### src/rtl/vx_dcache_sched_pkg.sv
// Shared constants and width helpers for the dcache request scheduler.
package vx_dcache_sched_pkg;

  localparam int unsigned LSU_REQ_IDX = 0;
  localparam int unsigned TEX_REQ_IDX = 1;

  // Requester select field is at least one bit, even for a single requester.
  function automatic int unsigned calc_sel_bits(input int unsigned num_reqs);
    return (num_reqs > 1) ? $clog2(num_reqs) : 1;
  endfunction

  function automatic int unsigned calc_tag_out_width(input int unsigned tag_in_width,
                                                     input int unsigned num_reqs);
    return tag_in_width + calc_sel_bits(num_reqs);
  endfunction

  // One extra bit so a counter can hold MAX_PENDING itself.
  function automatic int unsigned calc_pend_width(input int unsigned max_pending);
    return $clog2(max_pending) + 1;
  endfunction

endpackage

### src/rtl/vx_dcache_sched_rr_arbiter.sv
// Round-robin arbiter; search starts at the pointer, which moves past the
// granted requester only when the grant is consumed.
module vx_rr_arbiter
  import vx_dcache_sched_pkg::*;
#(
  parameter int unsigned N = 2,
  localparam int unsigned IDX_W = calc_sel_bits(N)
) (
  input  logic             clk,
  input  logic             reset,
  input  logic [N-1:0]     requests,
  input  logic             advance,
  output logic [N-1:0]     grant_onehot,
  output logic [IDX_W-1:0] grant_idx,
  output logic             grant_valid
);

  logic [IDX_W-1:0] ptr;
  logic [IDX_W-1:0] cand;

  always_comb begin
    grant_valid  = 1'b0;
    grant_idx    = '0;
    cand         = '0;
    for (int unsigned k = 0; k < N; k++) begin
      cand = IDX_W'((32'(ptr) + k) % N);
      if (!grant_valid && requests[cand]) begin
        grant_valid = 1'b1;
        grant_idx   = cand;
      end
    end
    grant_onehot = grant_valid ? (N'(1) << grant_idx) : '0;
  end

  always_ff @(posedge clk) begin
    if (reset) begin
      ptr <= '0;
    end else if (advance && grant_valid) begin
      ptr <= (32'(grant_idx) == N - 1) ? '0 : grant_idx + 1'b1;
    end
  end

endmodule

### src/rtl/vx_dcache_sched.sv
// Schedules NUM_REQS requesters onto one dcache port with per-requester read
// credits. Optional stall counters: define DCACHE_SCHED_PERF_EN.
module vx_dcache_sched
  import vx_dcache_sched_pkg::*;
#(
  parameter int unsigned NUM_REQS     = 2,
  parameter int unsigned LANES        = 4,
  parameter int unsigned DATA_SIZE    = 4,
  parameter int unsigned ADDR_WIDTH   = 30,
  parameter int unsigned TAG_IN_WIDTH = 8,
  parameter int unsigned MAX_PENDING  = 16,
  localparam int unsigned SEL_BITS      = calc_sel_bits(NUM_REQS),
  localparam int unsigned TAG_OUT_WIDTH = calc_tag_out_width(TAG_IN_WIDTH, NUM_REQS),
  localparam int unsigned WORD_W        = DATA_SIZE * 8
) (
  input  logic                                      clk,
  input  logic                                      reset,
  input  logic [NUM_REQS-1:0]                       req_valid_in,
  input  logic [NUM_REQS-1:0]                       req_rw_in,
  input  logic [NUM_REQS*LANES-1:0]                 req_tmask_in,
  input  logic [NUM_REQS*LANES*DATA_SIZE-1:0]       req_byteen_in,
  input  logic [NUM_REQS*LANES*ADDR_WIDTH-1:0]      req_addr_in,
  input  logic [NUM_REQS*LANES*WORD_W-1:0]          req_data_in,
  input  logic [NUM_REQS*TAG_IN_WIDTH-1:0]          req_tag_in,
  output logic [NUM_REQS-1:0]                       req_ready_in,
  output logic                                      req_valid_out,
  output logic                                      req_rw_out,
  output logic [LANES-1:0]                          req_tmask_out,
  output logic [LANES*DATA_SIZE-1:0]                req_byteen_out,
  output logic [LANES*ADDR_WIDTH-1:0]               req_addr_out,
  output logic [LANES*WORD_W-1:0]                   req_data_out,
  output logic [TAG_OUT_WIDTH-1:0]                  req_tag_out,
  input  logic                                      req_ready_out,
  input  logic                                      rsp_valid_in,
  input  logic [LANES-1:0]                          rsp_tmask_in,
  input  logic [LANES*WORD_W-1:0]                   rsp_data_in,
  input  logic [TAG_OUT_WIDTH-1:0]                  rsp_tag_in,
  output logic                                      rsp_ready_in,
  output logic [NUM_REQS-1:0]                       rsp_valid_out,
  output logic [LANES-1:0]                          rsp_tmask_out,
  output logic [LANES*WORD_W-1:0]                   rsp_data_out,
  output logic [TAG_IN_WIDTH-1:0]                   rsp_tag_out,
  input  logic [NUM_REQS-1:0]                       rsp_ready_out,
`ifdef DCACHE_SCHED_PERF_EN
  output logic [NUM_REQS*32-1:0]                    perf_stall_cycles,
`endif
  output logic                                      sel_err
);

  localparam int unsigned PEND_WIDTH = calc_pend_width(MAX_PENDING);

  logic [PEND_WIDTH-1:0]      pend [NUM_REQS];
  logic [NUM_REQS-1:0]        eligible;
  logic [NUM_REQS-1:0]        arb_onehot;
  logic [SEL_BITS-1:0]        arb_idx;
  logic                       arb_valid;
  logic                       stage_ready;
  logic                       req_fire;
  logic [NUM_REQS-1:0]        pend_inc;
  logic [NUM_REQS-1:0]        pend_dec;
  logic [SEL_BITS-1:0]        rsp_sel;
  logic                       sel_ok;
  logic                       sel_ready;

  logic                       mux_rw;
  logic [LANES-1:0]           mux_tmask;
  logic [LANES*DATA_SIZE-1:0] mux_byteen;
  logic [LANES*ADDR_WIDTH-1:0] mux_addr;
  logic [LANES*WORD_W-1:0]    mux_data;
  logic [TAG_IN_WIDTH-1:0]    mux_tag;

  // Reads are blocked once a requester has MAX_PENDING responses outstanding.
  always_comb begin
    eligible = '0;
    for (int i = 0; i < NUM_REQS; i++) begin
      eligible[i] = req_valid_in[i] && (req_rw_in[i] || (pend[i] < PEND_WIDTH'(MAX_PENDING)));
    end
  end

  vx_rr_arbiter #(
    .N (NUM_REQS)
  ) u_arb (
    .clk          (clk),
    .reset        (reset),
    .requests     (eligible),
    .advance      (req_fire),
    .grant_onehot (arb_onehot),
    .grant_idx    (arb_idx),
    .grant_valid  (arb_valid)
  );

  always_comb begin
    stage_ready  = !req_valid_out || req_ready_out;
    req_fire     = arb_valid && stage_ready && !reset;
    req_ready_in = req_fire ? arb_onehot : '0;
    pend_inc     = req_ready_in & ~req_rw_in;
  end

  always_comb begin
    mux_rw     = 1'b0;
    mux_tmask  = '0;
    mux_byteen = '0;
    mux_addr   = '0;
    mux_data   = '0;
    mux_tag    = '0;
    for (int i = 0; i < NUM_REQS; i++) begin
      if (arb_onehot[i]) begin
        mux_rw     = req_rw_in[i];
        mux_tmask  = req_tmask_in[i*LANES +: LANES];
        mux_byteen = req_byteen_in[i*LANES*DATA_SIZE +: LANES*DATA_SIZE];
        mux_addr   = req_addr_in[i*LANES*ADDR_WIDTH +: LANES*ADDR_WIDTH];
        mux_data   = req_data_in[i*LANES*WORD_W +: LANES*WORD_W];
        mux_tag    = req_tag_in[i*TAG_IN_WIDTH +: TAG_IN_WIDTH];
      end
    end
  end

  always_ff @(posedge clk) begin
    if (reset) begin
      req_valid_out <= 1'b0;
      sel_err       <= 1'b0;
    end else begin
      if (stage_ready) begin
        req_valid_out <= req_fire;
      end
      sel_err <= rsp_valid_in && !sel_ok;
    end
  end

  // Payload only moves on a fire, so it is stable while the dcache stalls.
  always_ff @(posedge clk) begin
    if (req_fire) begin
      req_rw_out     <= mux_rw;
      req_tmask_out  <= mux_tmask;
      req_byteen_out <= mux_byteen;
      req_addr_out   <= mux_addr;
      req_data_out   <= mux_data;
      req_tag_out    <= {mux_tag, arb_idx};
    end
  end

  // Out-of-range selects are drained so a bad tag cannot wedge the dcache.
  always_comb begin
    rsp_sel       = rsp_tag_in[SEL_BITS-1:0];
    sel_ok        = 32'(rsp_sel) < NUM_REQS;
    sel_ready     = 1'b0;
    rsp_valid_out = '0;
    for (int i = 0; i < NUM_REQS; i++) begin
      if (rsp_sel == SEL_BITS'(i)) begin
        sel_ready        = rsp_ready_out[i];
        rsp_valid_out[i] = rsp_valid_in;
      end
    end
    rsp_ready_in = !reset && (sel_ok ? sel_ready : 1'b1);
    pend_dec     = rsp_ready_in ? rsp_valid_out : '0;
  end

  assign rsp_tmask_out = rsp_tmask_in;
  assign rsp_data_out  = rsp_data_in;
  assign rsp_tag_out   = rsp_tag_in[TAG_OUT_WIDTH-1:SEL_BITS];

  always_ff @(posedge clk) begin
    if (reset) begin
      for (int i = 0; i < NUM_REQS; i++) begin
        pend[i] <= '0;
      end
    end else begin
      for (int i = 0; i < NUM_REQS; i++) begin
        if (pend_inc[i] && !pend_dec[i]) begin
          pend[i] <= pend[i] + 1'b1;
        end else if (!pend_inc[i] && pend_dec[i] && (pend[i] != '0)) begin
          pend[i] <= pend[i] - 1'b1;
        end
      end
    end
  end

`ifdef DCACHE_SCHED_PERF_EN
  logic [31:0] stall_cnt [NUM_REQS];

  always_ff @(posedge clk) begin
    if (reset) begin
      for (int i = 0; i < NUM_REQS; i++) begin
        stall_cnt[i] <= '0;
      end
    end else begin
      for (int i = 0; i < NUM_REQS; i++) begin
        if (req_valid_in[i] && !req_ready_in[i] && (stall_cnt[i] != '1)) begin
          stall_cnt[i] <= stall_cnt[i] + 32'd1;
        end
      end
    end
  end

  always_comb begin
    perf_stall_cycles = '0;
    for (int i = 0; i < NUM_REQS; i++) begin
      perf_stall_cycles[i*32 +: 32] = stall_cnt[i];
    end
  end
`endif

endmodule

### config.mk
export PLATFORM = sky130hd
export DESIGN_NAME = vx_dcache_sched
export DESIGN_NICKNAME = d
export VERILOG_FILES = /design/src/rtl/vx_dcache_sched_pkg.sv /design/src/rtl/vx_dcache_sched_rr_arbiter.sv /design/src/rtl/vx_dcache_sched.sv
export SDC_FILE = /design/constraint.sdc
export NUM_CORES = 1
export LEC_CHECK = 0
export BUFFER_PORTS_ARGS = -buffer_cell sky130_fd_sc_hd__buf_2
export CORE_AREA = 2 2 440 442
export CTS_CLUSTER_DIAMETER = 30
export DETAILED_ROUTE_END_ITERATION = 8
export DIE_AREA = 0 0 442 444
export GPL_TIMING_DRIVEN = 0
export SETUP_SLACK_MARGIN = 0.3
export SLEW_MARGIN = 20
export SYNTH_ARGS = -nofsm -noshare
export SYNTH_HDL_FRONTEND = slang
export SYNTH_SLANG_ARGS = --single-unit
export TNS_END_PERCENT = 30
### constraint.sdc
create_clock -name clk -period 22.6 [get_ports clk]
set_input_delay 1.13 -clock clk [delete_from_list [all_inputs] [get_ports clk]]
set_output_delay 1.13 -clock clk [all_outputs]
set_load 0.02 [all_outputs]
# Word-level counts from Yosys, hierarchy flattened
# Memory sizes are Yosys's and may differ from the RTL's.
# Cells that the tools add are included.
# classes
n_addsub,6
multipliers,0
div_mod_pow,0
magnitude_cmp,4
n_eq_ne,0
n_shift,1
mux,47
bitwise,6
reduce_logical,25
# ops
cell,count
128-bit two-way mux,2
120-bit two-way mux,2
16-bit two-way mux,2
1-bit two-way mux,30
5-bit two-way mux,4
8-bit two-way mux,2
1-bit logical AND,13
5-bit by 1-bit adder with 5-bit output (second input constant),2
5-bit < comparator (second input constant),2
5-bit nonzero test,2
5-bit by 1-bit subtractor with 5-bit output (second input constant),2
4-bit two-way mux,2
1-bit zero test,7
2-bit two-way mux,3
1-bit by 2-bit < comparator with 1-bit output (second input constant),2
1-bit OR,4
1-bit logical OR,3
1-bit adder (second input constant),2
2-bit AND,1
2-bit inverter,1
1-bit by 1-bit left shift with 2-bit output (first input constant),1
# word_totals
reg_bits,280
latchBits,0
mem_bits_rw,10
romBits,0
inputBits,703
out_inout_bits,425
elab_cells,98
memories,1
# memory_table
memory,depth,width,read_ports,rd_clocked_by_memory_dff,write_ports,line,rtl
pend,2,5,2,0,2,vx_dcache_sched.sv:52,logic [PEND_WIDTH-1:0] pend [NUM_REQS];

# Depth between registers and ports, before layout
# Gate-level depths: netlist of run 1.
# An unclocked memory read counts as a cell.
# logic_depth
ltp_word,22
depth_mapped,9
depth_no_buf,9

# Cells and area by module
# Synthesis of run 1 repeated with hierarchy kept, for this count alone.
# hier_totals
cells_unflattened,873
hier_area_um2,13115.1
# by_module_without_submodules
mod,instances,cells_each,area_per_inst_um2,seq_area_each_um2
vx_dcache_sched,1,864,13036.3,8668.3
vx_rr_arbiter,1,9,78.8,20.0

# Worst setup path after synthesis of run 1
# No wires, ideal clock.
# synth_timing
path_type,input to register
start,input port req_rw_in[0]
end,"register req_addr_out[0], enable pin"
setup_ns,0.925
t_arrival_ns,13.084
required_time_ns,21.675
setup_slack_ns,8.591
cell_stages,3
path_buffers,0
cell_sequence,and2b_1 > o21a_1 > nor2_1
# synth_between
elab_chain_len,10
elab_cells_between_ends,12
classes_between,mux: 6; reduce/logical: 6
# synth_lines
element,line,rtl
start: declaration,vx_dcache_sched.sv:19,"input logic [NUM_REQS-1:0] req_rw_in,"
1-bit logical OR *,vx_dcache_sched.sv:76,eligible[i] = req_valid_in[i] && (req_rw_in[i] || (pend[i] < PEND_WIDTH'(MAX_PENDING)));
1-bit logical AND *,vx_dcache_sched.sv:76,
1-bit two-way mux (implied by the code) (2 in a row),vx_dcache_sched_rr_arbiter.sv:27,if (!grant_valid && requests[cand]) begin
1-bit two-way mux,vx_dcache_sched_rr_arbiter.sv:27,
1-bit zero test,vx_dcache_sched_rr_arbiter.sv:27,
1-bit logical AND,vx_dcache_sched_rr_arbiter.sv:27,
1-bit two-way mux *,vx_dcache_sched_rr_arbiter.sv:27,
1-bit logical AND * (2 in a row),vx_dcache_sched.sv:94,req_fire = arb_valid && stage_ready && !reset;
via req_fire,vx_dcache_sched.sv:58,logic req_fire;
end signal: assignment,vx_dcache_sched.sv:136,req_addr_out <= mux_addr;
end: declaration,vx_dcache_sched.sv:30,"output logic [LANES*ADDR_WIDTH-1:0] req_addr_out,"
# Mark *: on every way through the listed nets, which the timed path passes. The rest lies on a longest branch. The select of a mux whose other input is x is not followed.
# A chain may end at the register's enable or synchronous reset.

# Worst setup path in the final report of run 1
# layout_timing
start,input port req_rw_in[0]
end,output port req_ready_in[0]
# layout_between
elab_chain_len,11
elab_cells_between_ends,17
classes_between,shift: 1; mux: 10; reduce/logical: 6
# layout_lines
element,line,rtl
1-bit logical OR *,vx_dcache_sched.sv:76,
1-bit logical AND *,vx_dcache_sched.sv:76,
1-bit two-way mux (implied by the code) (2 in a row),vx_dcache_sched_rr_arbiter.sv:27,
1-bit two-way mux,vx_dcache_sched_rr_arbiter.sv:27,
1-bit zero test,vx_dcache_sched_rr_arbiter.sv:27,
1-bit logical AND,vx_dcache_sched_rr_arbiter.sv:27,
1-bit two-way mux *,vx_dcache_sched_rr_arbiter.sv:27,
via arb_idx,vx_dcache_sched.sv:55,logic [SEL_BITS-1:0] arb_idx;
1-bit by 1-bit left shift with 2-bit output *,vx_dcache_sched_rr_arbiter.sv:32,grant_onehot = grant_valid ? (N'(1) << grant_idx) : '0;
2-bit two-way mux *,vx_dcache_sched_rr_arbiter.sv:32,
2-bit two-way mux *,vx_dcache_sched.sv:95,req_ready_in = req_fire ? arb_onehot : '0;
end: declaration,vx_dcache_sched.sv:25,"output logic [NUM_REQS-1:0] req_ready_in,"
# Marks and branches as above.

==> summary by stage, run 1 <==
Synthesis
The share of the synthesized area in the top cell type is 0.662. The largest total area in the synthesized netlist belongs to sky130_fd_sc_hd__edfxtp_1. The synthesized netlist occupies a cell area of 13100 um^2. After synthesis, the cell types taking the most area are sky130_fd_sc_hd__edfxtp_1 (66%), sky130_fd_sc_hd__a22o_1 (19%), sky130_fd_sc_hd__buf_4 (8.1%), sky130_fd_sc_hd__clkbuf_1 (0.95%), sky130_fd_sc_hd__buf_2 (0.92%).

For this run, asynchronously set or reset flops after synthesis account for 0. The main flop type after synthesis is sky130_fd_sc_hd__edfxtp_1. The synthesized netlist net count is 1569.

The synthesized area per cell is 15.2 um^2. The number of flip-flops and latches in the synthesized netlist is 290. The number of synthesized flops with an enable pin is 288. Counting distinct cell types in the post-synthesis netlist gives 53. Of the synthesized area, sequential elements account for 0.665. The count of warnings emitted by yosys is 0. The post-synthesis instance total is 860.

Clock tree
Counting every sink on the clock net gives 290. The tree is rooted in a sky130_fd_sc_hd__clkbuf_16. For the worst-skew pair, the clock arrives at the later sink with an insertion delay of 0.70 ns.

The number of hold-repair buffers added at the cts stage is 0. The H-tree depth is 3. The number of buffers inserted by post-CTS setup repair is 0.

Clock-pin slew was measured on the worst setup and hold paths at 0.04 ns. In this run, post-CTS repair resized a total of 0 instances. The number of buffers added by the clock tree synthesis step is 93. TritonCTS built the clock tree. The deepest clock path buffer count is 3.

Route
After detailed routing, the met2 layer carries 58300 um of wire. The antenna violation net count after detailed routing is 0. Using the TritonRoute via totals, the vias-per-cell ratio works out to 2.99. The routed wire length is 116000 um. The sum of routed wire segments on met1 is 37200 um. Summing over every cut layer, the via total after detailed routing is 13800. The first detailed-routing pass ran for 7 iterations. The highest metal layer carrying signal wires in the routed design is met5. Summed over all nets, wire length on met3 after detailed routing comes to 15500 um.

The count of unresolved DRC violations after routing is 0. The detail-routed net length per standard cell is 25.2 um. The first routing iteration left 1272 violations.

Timing
Headroom to the max-slew limit came out at 0.261. The shortest period the worst path allows is 4.24 ns. Adding up every negative setup slack in the final design gives 0 ns. The worst path meets setup with 18.36 ns of slack. The number of setup violations in the final report is 0. The maximum clock skew at final layout is 0.0386 ns. The number of failing hold endpoints at the final stage is 0. The portion of the clock cycle consumed by the worst path in the final layout is 0.188. The transition at the pin with the smallest max-transition slack is 1.11 ns.

Setup repair after global routing left no endpoint under its margin. The count of final max-slew check failures is 0. The maximum frequency from static timing analysis is 236 MHz.

Critical path
The element type at the critical path start is an input port. The critical path is of the input port to primary output type. For the worst flop-to-flop path, the logic depth is 7. STA puts the critical path data required time at 21.47 ns.

The data arrival at the endpoint of the critical path is 3.11 ns. Of all nets on the critical path, the largest fanout is 10. The worst setup path is captured at a primary output.

Min path
In this run the worst hold path is classified as flop to flop. The hold path depth is 2.

Layout
From synthesis to final layout, the design area changed by 91.2%. The number of nets in the final layout is 2666. Measured on the finished design, the core utilization comes to 0.130. The layout cell share with drive strength beyond 1 is 0.655. The library cell used most frequently in the layout, excluding fill and tap cells, is sky130_fd_sc_hd__buf_2. In the layout the commonest cells are sky130_fd_sc_hd__buf_2 (1010), sky130_fd_sc_hd__edfxtp_1 (288), sky130_fd_sc_hd__a22o_1 (277), sky130_fd_sc_hd__buf_4 (141), sky130_fd_sc_hd__clkbuf_16 (93).

Floorplanning
The core region area is 192000 um^2. The height of the die is 444 um. For this configuration, the core starts out at a cell density of 0.0682. The die covers 196000 um^2. Measured along the x axis, the die boundary spans 442 um.

The number of standard-cell rows in the floorplan is 161. During I/O placement, the number of pins put on the boundary was 1128.

Placement
The port buffer count is 986. The final weighted congestion in routability-driven placement is 1.07. After legalization and detailed placement, the total HPWL measured 102000 um. Timing analysis after detailed placement gives a worst setup slack of 18.18 ns.

GRT
Across every metal layer, demand over resource in global routing totals 0.112. The first global-routing pass estimated 142000 um of wire. The total overflow left after global routing is 0. The pin count of the biggest net entering global routing is 30. The via count of the first global-routing pass was 13600. The number of antenna violations at the first check in global routing is 71.

Power
After layout, the design draws a total of 2.46 mW. For this design the ratio of total power to cell area is 98.6 nW/um^2. IR analysis of the VDD net gives a maximum drop of 0.0000546 V. The analysis attributes to cell leakage a power of 10.7 nW.

Status
The run finished with clean final reports.

Run
The max-cap violation count is 0.
-- path summary, 6_finish.rpt --
kind	slack (ns)	end	startpoint
max	18.36	req_ready_in[0]	req_rw_in[0]
min	0.53	u_arb.ptr	u_arb.ptr
max reg2reg	19.31	req_data_out[82]	pend[1][4]
min reg2reg	0.53	u_arb.ptr	u_arb.ptr
-- logic make-up (layout without fill, tap and decap cells) --
| family | after synthesis | in the layout | synth area share |
|---|---|---|---|
| mux | 1 | 1 | 0.000767 |
| compound gates | 300 | 300 | 0.198 |
| buf+inv | 208 | 1384 | 0.103 |
| fa+ha+maj | 6 | 6 | 0.00632 |
| other cells | 1 | 36 | 0.000287 |
| flops | 290 | 290 | 0.665 |
| simple gates | 50 | 50 | 0.0230 |
| xor+xnor | 4 | 4 | 0.00268 |
-- cell type report --
type	count	area, um^2
Antenna cell	35	87.6
Buffer	203	1330
Clock buffer	105	2370
Clock inverter	69	983
Fill cell	21600	167000
Inverter	5	18.8
Multi-Input combinational cell	362	3040
Sequential cell	290	8690
Tap cell	2526	3160
Timing Repair Buffer	1002	5290
-- flip-flops by register name (all words and copies together) (netlist names) --
register        cells
req_data_out      128
req_tmask_out       4
req_tag_out         9
req_valid_out       1
pend               10
req_addr_out      120
req_rw_out          1
u_arb.ptr           1
req_byteen_out     16
-- synth_stat cells (3+ instances only) --
cell / n
sky130_fd_sc_hd__edfxtp_1: 288
sky130_fd_sc_hd__a22o_1: 277
sky130_fd_sc_hd__buf_4: 141
sky130_fd_sc_hd__clkbuf_1: 33
sky130_fd_sc_hd__buf_2: 24
sky130_fd_sc_hd__nor2_1: 15
sky130_fd_sc_hd__a21oi_1: 6
sky130_fd_sc_hd__ha_1: 5
sky130_fd_sc_hd__inv_1: 5
sky130_fd_sc_hd__nand2_1: 5
sky130_fd_sc_hd__buf_1: 4
sky130_fd_sc_hd__nand2b_1: 4
sky130_fd_sc_hd__nor3_1: 3
sky130_fd_sc_hd__xnor2_1: 3
-- metrics by stage --
stage / cells / hold WS, ns / area [um^2]
after CTS: 4562 / 0.530 / 24900
after global routing: 4575 / 0.580 / 24900
after global placement: 4372 / 0.488 / 21200
after floorplan: 860 / 0.476 / 13100
after detailed placement: 4388 / 0.522 / 21500
final: 4597 / 0.532 / 25000
-- worst max-delay path: stages --
cell and delay [ns]:
sky130_fd_sc_hd__buf_2 0.12, sky130_fd_sc_hd__and2b_1 0.22, sky130_fd_sc_hd__nor2_1 0.09, sky130_fd_sc_hd__nor2_4 0.27
sky130_fd_sc_hd__buf_12 0.20, sky130_fd_sc_hd__clkbuf_1 0.72, sky130_fd_sc_hd__nor3_1 0.13, sky130_fd_sc_hd__buf_2 0.20
-- where the power goes --
| group | switching (mW) | internal (mW) | total [mW] |
|---|---|---|---|
| registers | 0.0130 | 0.655 | 0.668 |
| logic | 0.274 | 0.146 | 0.420 |
| clock network | 0.414 | 0.959 | 1.37 |
-- metal layers --
layer  vias up  GRT usage
li1       5622          -
met1      6723      0.107
met2      1126      0.197
met3       246     0.0624
met4        38     0.0508
met5         -          0
(Power assumes the default switching activity.)
==> run 2, diff against run 1 <==
Clock period 22.6 ns to 4.23 ns, I/O delays scaled along.
==> summary by stage, run 2 (synthesized netlist as in run 1, its figures left out) <==
Timing
The portion of the clock cycle consumed by the worst path in the final layout is 0.892. The worst slew margin relative to its limit is 0.247. The clock period could shrink to 3.77 ns. Setup repair after global routing left no endpoint under its margin. The number of setup violations in the final report is 0.

The count of final max-slew check failures is 0. The clock arrives with 0.0595 ns of skew. Once routing completed, OpenROAD measured the worst setup slack at 0.456 ns. The maximum frequency from static timing analysis is 265 MHz. The number of failing hold endpoints at the final stage is 0. For the pin with the worst max-slew slack, the measured transition is 1.13 ns.

Floorplanning
The core region area is 192000 um^2. The number of ports placed on the die boundary is 1128. The number of standard-cell rows in the floorplan is 161.

Measured along the x axis, the die boundary spans 442 um. The initial cell density of the core is 0.0682. The die covers 196000 um^2. Measured along the y axis, the die boundary spans 444 um.

Min path
In this run the worst hold path is classified as input port to flop. The worst hold path begins at req_addr_in[48].

Power
For this design the static power due to leakage is 13.3 nW. IR analysis of the VDD net gives a maximum drop of 0.000266 V. The ratio of total power to cell area is 453 nW/um^2.

Layout
In the final layout, the registers with the most flip-flops are req_data_out (128), req_addr_out (120), req_byteen_out (16). Summing all non-filler instances in the final layout gives an area of 30500 um^2. The most frequent standard cell in the layout excluding fill and tap cells is sky130_fd_sc_hd__buf_2. In the layout the commonest cells are sky130_fd_sc_hd__buf_2 (1010), sky130_fd_sc_hd__dlygate4sd3_1 (546), sky130_fd_sc_hd__edfxtp_1 (288), sky130_fd_sc_hd__a22o_1 (277), sky130_fd_sc_hd__buf_4 (141). The layout cell share with drive strength beyond 1 is 0.521. The area added between synthesis and finish is 133%.

The filler cells instantiated in the layout total 21000. The flip-flop count of the largest register, all copies and words added is 128. The register ranked first by flip-flop count is req_data_out. The number of nets in the final layout is 3212. At the end of the flow the core is filled with cells to 0.159.

Placement
Port buffering added 986 buffers. The final weighted congestion in routability-driven placement is 1.04. The cell area after placement is 21600 um^2.

The half-perimeter wire length of the detailed placement result is 101000 um. Prior to clock tree synthesis, the placed netlist has a worst setup slack of 0.750 ns.

GRT
The wire length of the first global-routing pass is 154000 um. The total routing resource utilization after global routing is 0.119. The number of antenna violations at the first check in global routing was 68. Global routing finished with a remaining overflow of 0.

Entering global routing, the biggest net connects 31 pins. The via count of the first global-routing pass is 16900.

Critical path
The peak per-stage delay on the critical path is 0.76 ns. The critical path class is flop to flop. The element type at the critical path start is a flop. The most used cell along the critical path is sky130_fd_sc_hd__clkbuf_1. The highest-delay cell along the critical path is sky130_fd_sc_hd__clkbuf_1. The worst setup path is captured at a flop.

Data on the critical path arrives at its endpoint at 4.28 ns. The required time at the endpoint of the critical path is 4.74 ns. Tracing the worst setup path back leads to its startpoint at pend[1][4].

The highest net fanout along the worst path is 11. Traced cell by cell, the critical path runs through nand2b_1, nand2_1, nor2_4, clkbuf_1, clkbuf_1, a22o_1, dlygate4sd3_1. The family with the most delay on the worst path is buffers and inverters. Together, buffers and inverters on the worst path number 3.

The reg-to-reg critical path startpoint is pend[1][4].

Clock tree
Buffers inserted during clock tree synthesis total 92. The deepest clock path buffer count is 3. The clock edge transition at the registers on the reported setup and hold paths is 0.04 ns. The master cell of the clock root buffer is sky130_fd_sc_hd__clkbuf_16. For this design, the sink count on the clock tree is 290. The TritonCTS clock tree is built. The later pin in the worst-skew pair is clocked with a latency of 0.69 ns. The H-tree depth is 3.

Route
The antenna violation net count after detailed routing is 0. Dividing the detail-routed via count by the number of cells gives 3.20. The via count is 16400. The final layout contains routed wiring with a total length of 123000 um. The first-iteration detailed-routing DRC count is 1621.

The count of unresolved DRC violations after routing is 4. The detail-routed net length per standard cell is 23.9 um. The first-pass iteration count of the detailed router is 8.

Run
The max-cap violation count is 0.

Status
The flow ran to the end, but the final reports show violations. The checks that failed: DRC.
-- run 2: cell types whose count changed in the layout (fill, tap and decap cells not counted), sizes merged --
cell and change:
diode +2, clkinvlp +2, buf +1, clkbuf -11, clkinv +4, dlygate4sd3 +546, bufinv -1, inv +4
-- run 2: area by class of cell --
| type | instances | area, um^2 | area share |
|---|---|---|---|
| timing repair buffer | 1549 | 10800 | 0.354 |
| sequential | 290 | 8690 | 0.285 |
| tap | 2526 | 3160 | 0.104 |
| multi-input combinational | 362 | 3040 | 0.0999 |
| clock buffer | 94 | 2310 | 0.0759 |
| buffer | 203 | 1340 | 0.0438 |
| clock inverter | 78 | 1020 | 0.0335 |
| antenna | 37 | 92.6 | 0.00304 |
| inverter | 5 | 18.8 | 0.000616 |
-- run 2: power by group --
part	internal [mW]	leakage, nW	switching (mW)
clock	5.03	1.58	2.31
sequential	3.50	2.79	0.0710
combinational	1.31	8.90	1.58
-- run 2: worst paths after layout --
path	endpoint	slack [ns]	cells after the start
max	req_data_out[77]	0.46	7
min	req_addr_out[48]	0.01	2
max reg2reg	req_data_out[77]	0.46	7
min reg2reg	u_arb.ptr	0.52	2
-- run 2: per-stage QoR --
stage               hold slack, ns  total power [mW]   TNS, ns  instances
finish                      0.0147              13.8         0       5144
global route               0.00260              14.3         0       5120
CTS                        0.00126              14.0         0       5107
detailed placement           0.499              5.88         0       4389
global placement             0.488              5.83  -1115.44       4372
floorplan                    0.281              4.62   -327.79        860
-- run 2: worst reg2reg max path: stages, from the launching register on --
cell and delay, ns:
sky130_fd_sc_hd__edfxtp_1 0.46, sky130_fd_sc_hd__nand2b_1 0.15, sky130_fd_sc_hd__nand2_1 0.13, sky130_fd_sc_hd__nor2_4 0.50, sky130_fd_sc_hd__clkbuf_1 0.76, sky130_fd_sc_hd__clkbuf_1 0.77, sky130_fd_sc_hd__a22o_1 0.27, sky130_fd_sc_hd__dlygate4sd3_1 0.55
-- run 2: layer usage --
| metal | vias up | share of wire | GRT usage |
|---|---|---|---|
| met4 | 38 | 0.055 | 0.0686 |
| met1 | 7897 | 0.30 | 0.106 |
| met3 | 372 | 0.14 | 0.0682 |
| met5 | - | 0.0027 | 0 |
| li1 | 6712 | - | - |
| met2 | 1421 | 0.50 | 0.210 |
-- run 2: what timing repair did --
action | 4_1_cts | 5_1_grt
setup buffers | 0 | 0
hold buffers | 546 | 0
gates resized for setup | 0 | 0
endpoints found under the hold margin | 279 | 0
==> run 3, diff against run 2 <==
Settings changed: CTS_BUF_LIST set to sky130_fd_sc_hd__clkbuf_4 sky130_fd_sc_hd__clkbuf_8.
==> summary by stage, run 3 (synthesized netlist as in run 1, its figures left out) <==
Status
The run finished with clean final reports.

Critical path
The highest-delay cell along the critical path is sky130_fd_sc_hd__clkbuf_1. Data on the critical path arrives at its endpoint at 4.40 ns. At the worst endpoint, the required time is 4.83 ns. The most used cell along the critical path is sky130_fd_sc_hd__clkbuf_1. The endpoint kind of the worst setup timing path is a flop. The family with the most delay on the worst path is buffers and inverters. The count of buffer and inverter cells on the critical path is 3. The worst setup path is launched from a flop. The signal on the critical path passes through nand2b_1, nand2_1, nor2_4, clkbuf_1, clkbuf_1, a22o_1, dlygate4sd3_1.

The critical path crosses 7 cells after its start point. The depth of the worst register-to-register path is 7. Of all nets on the critical path, the largest fanout is 10.

On the worst path, the slowest cell contributes a delay of 0.78 ns. The critical path class is flop to flop.

GRT
The pin count of the biggest net entering global routing is 31. The via count of the first global-routing pass is 16800. The number of antenna violations at the first check in global routing came to 73. The first global-routing pass estimated 153000 um of wire.

In the global route stage, overall resource usage came out at 0.118. The aggregate global routing overflow is 0.

Route
The detailed router used layers up to and including met5. The via count is 16300. In this run the remaining antenna-violating nets after routing total 0. The met3 layer wire length in the routed design is 16800 um.

The first-pass iteration count of the detailed router is 6. In this run, the number of DRC markers left after iteration 0 of detailed routing was 1463. After detailed routing, the average wire length per cell comes to 23.7 um.

Using the TritonRoute via totals, the vias-per-cell ratio works out to 3.16. The wire length on met2 is 61400 um. In the routed design, unresolved DRC markers number 0. The sum of routed wire segments on met1 is 37100 um. The final layout contains routed wiring with a total length of 122000 um.

Layout
The library cells used most frequently in the layout, excluding fill and tap cells, are sky130_fd_sc_hd__buf_2 (1010), sky130_fd_sc_hd__dlygate4sd3_1 (557), sky130_fd_sc_hd__edfxtp_1 (288), sky130_fd_sc_hd__a22o_1 (277), sky130_fd_sc_hd__buf_4 (141). The utilization after layout is 0.154. The most frequent standard cell in the layout excluding fill and tap cells is sky130_fd_sc_hd__buf_2. The area growth from synthesis to layout is 125%. The largest registers in the layout are req_data_out (128), req_addr_out (120), req_byteen_out (16). The register with the most flip-flops in the layout has 128 of them.

The final cell count without fillers is 5151. The post-route standard cell area excluding fillers is 29400 um^2. For this run, the post-layout net count is 3223.

In the final layout, the share of cells above drive strength 1 is 0.520. The register ranked first by flip-flop count is req_data_out.

Clock tree
The H-tree depth is 3. Buffers inserted during clock tree synthesis total 92. The clock latency of the later-clocked register in the worst-skew pair is 0.80 ns.

The deepest clock path buffer count is 3. After clock tree synthesis, the clock-pin slew on the worst setup and hold paths is 0.05 ns. CTS saw 290 sinks. The TritonCTS clock tree is built. Once the clock tree was built, the setup fixing pass inserted 0 buffers. The master cell of the clock root buffer is sky130_fd_sc_hd__clkbuf_8.

Timing
At the pin with the least slew margin, the transition time is 1.05 ns. The number of setup violations in the final report is 0. Adding up every negative setup slack in the final design gives 0 ns. The count of final max-slew check failures is 0.

Clock skew on the completed layout was measured at 0.0741 ns. In the finished design, the share of the clock period the worst path needs comes to 0.898. The maximum frequency from static timing analysis is 263 MHz. Setup repair after global routing left no endpoint under its margin.

The worst pin sits at a relative slew slack of 0.298. For the finished layout, the period the worst path requires is 3.80 ns. The number of failing hold endpoints at the final stage came to 0.

Placement
Buffers placed on the I/O ports in this run total 986. The cell area after placement is 21600 um^2. The half-perimeter wire length of the detailed placement result is 101000 um. The placed cell count is 4389. At the end of routability-driven placement, the weighted congestion stood at 1.04.

Run
Max-cap violations in this run came to 0.

Power
Across the VDD grid, the largest voltage drop is 0.000229 V. The standby leakage power is 12.8 nW. Of the total power, the share spent switching nets is 0.309. The ratio of total power to cell area is 392 nW/um^2.

Cell internal power was estimated by the tool at 7.98 mW. Of the total power, the clock network draws 0.441. Of the total power, registers draw 0.308.

The total power of the final layout is 11.6 mW. The combinational cell fraction of total power is 0.251. For this design the total switching power over the nets is 3.57 mW.

Min path
The worst hold path passes through 5 cells. The tightest min-delay check is of the input port to flop type.

Floorplanning
The number of ports placed on the die boundary is 1128. The core region area is 192000 um^2. The overall die width is 442 um. The initial cell density of the core is 0.0682. After floorplanning, the core was divided into 161 placement rows. The die footprint is 196000 um^2. The height of the die is 444 um.
## run 3: cell count changes in the layout (fill, tap and decap cells not counted), moves of 6 or more
cell,previous run,this run
sky130_fd_sc_hd__clkbuf_16,92,0
sky130_fd_sc_hd__clkbuf_8,0,92
sky130_fd_sc_hd__dlygate4sd3_1,546,557
sky130_fd_sc_hd__clkinv_16,6,0
## run 3: final cells by class
class | instances | area [um^2]
Sequential cell | 290 | 8690
Antenna cell | 34 | 85.1
Timing Repair Buffer | 1560 | 10900
Clock inverter | 77 | 936
Clock buffer | 94 | 1280
Multi-Input combinational cell | 362 | 3040
Buffer | 203 | 1340
Fill cell | 21200 | 162000
Inverter | 5 | 18.8
Tap cell | 2526 | 3160
## run 3: power groups by stage
stage	clock network [mW]	logic, mW	registers (mW)
3_3_place_gp	0	2.18	3.64
2_1_floorplan	0	0.715	3.91
6_report	5.10	2.89	3.56
5_1_grt	5.40	3.06	3.58
4_1_cts	5.27	2.92	3.56
3_5_place_dp	0	2.27	3.61
## run 3: stage by stage
step / setup slack, ns / hold WS, ns
2_1_floorplan: -1.18 / 0.281
4_1_cts: 0.318 / 0.0112
5_1_grt: 0.396 / 0.132
3_3_place_gp: -3.97 / 0.488
3_5_place_dp: 0.750 / 0.499
6_report: 0.431 / 0.142
## run 3: metal layers
| metal | track usage | vias up |
|---|---|---|
| li1 | - | 6725 |
| met1 | 0.105 | 7826 |
| met2 | 0.209 | 1343 |
| met3 | 0.0681 | 332 |
| met4 | 0.0668 | 40 |
| met5 | 0 | - |
## run 3: worst paths after layout
kind	from	end	slack [ns]
max reg2reg	pend[1][4]	req_addr_out[62]	0.43
min	req_valid_in[0]	u_arb.ptr	0.14
min reg2reg	u_arb.ptr	u_arb.ptr	0.52
max	pend[1][4]	req_addr_out[62]	0.43
## run 3: what timing repair did
action / 4_1_cts / 5_1_grt
hold endpoints to repair: 289 / 0
hold buffers: 557 / 0
endpoints found under the setup margin: 0 / 2
gates resized for setup: 0 / 3
## run 3: worst min-delay path, cell delays in order
cell,delay (ns)
sky130_fd_sc_hd__buf_2,0.11
sky130_fd_sc_hd__nand2b_1,0.08
sky130_fd_sc_hd__nor2_1,0.08
sky130_fd_sc_hd__nor3_1,0.26
sky130_fd_sc_hd__nor3_1,0.08
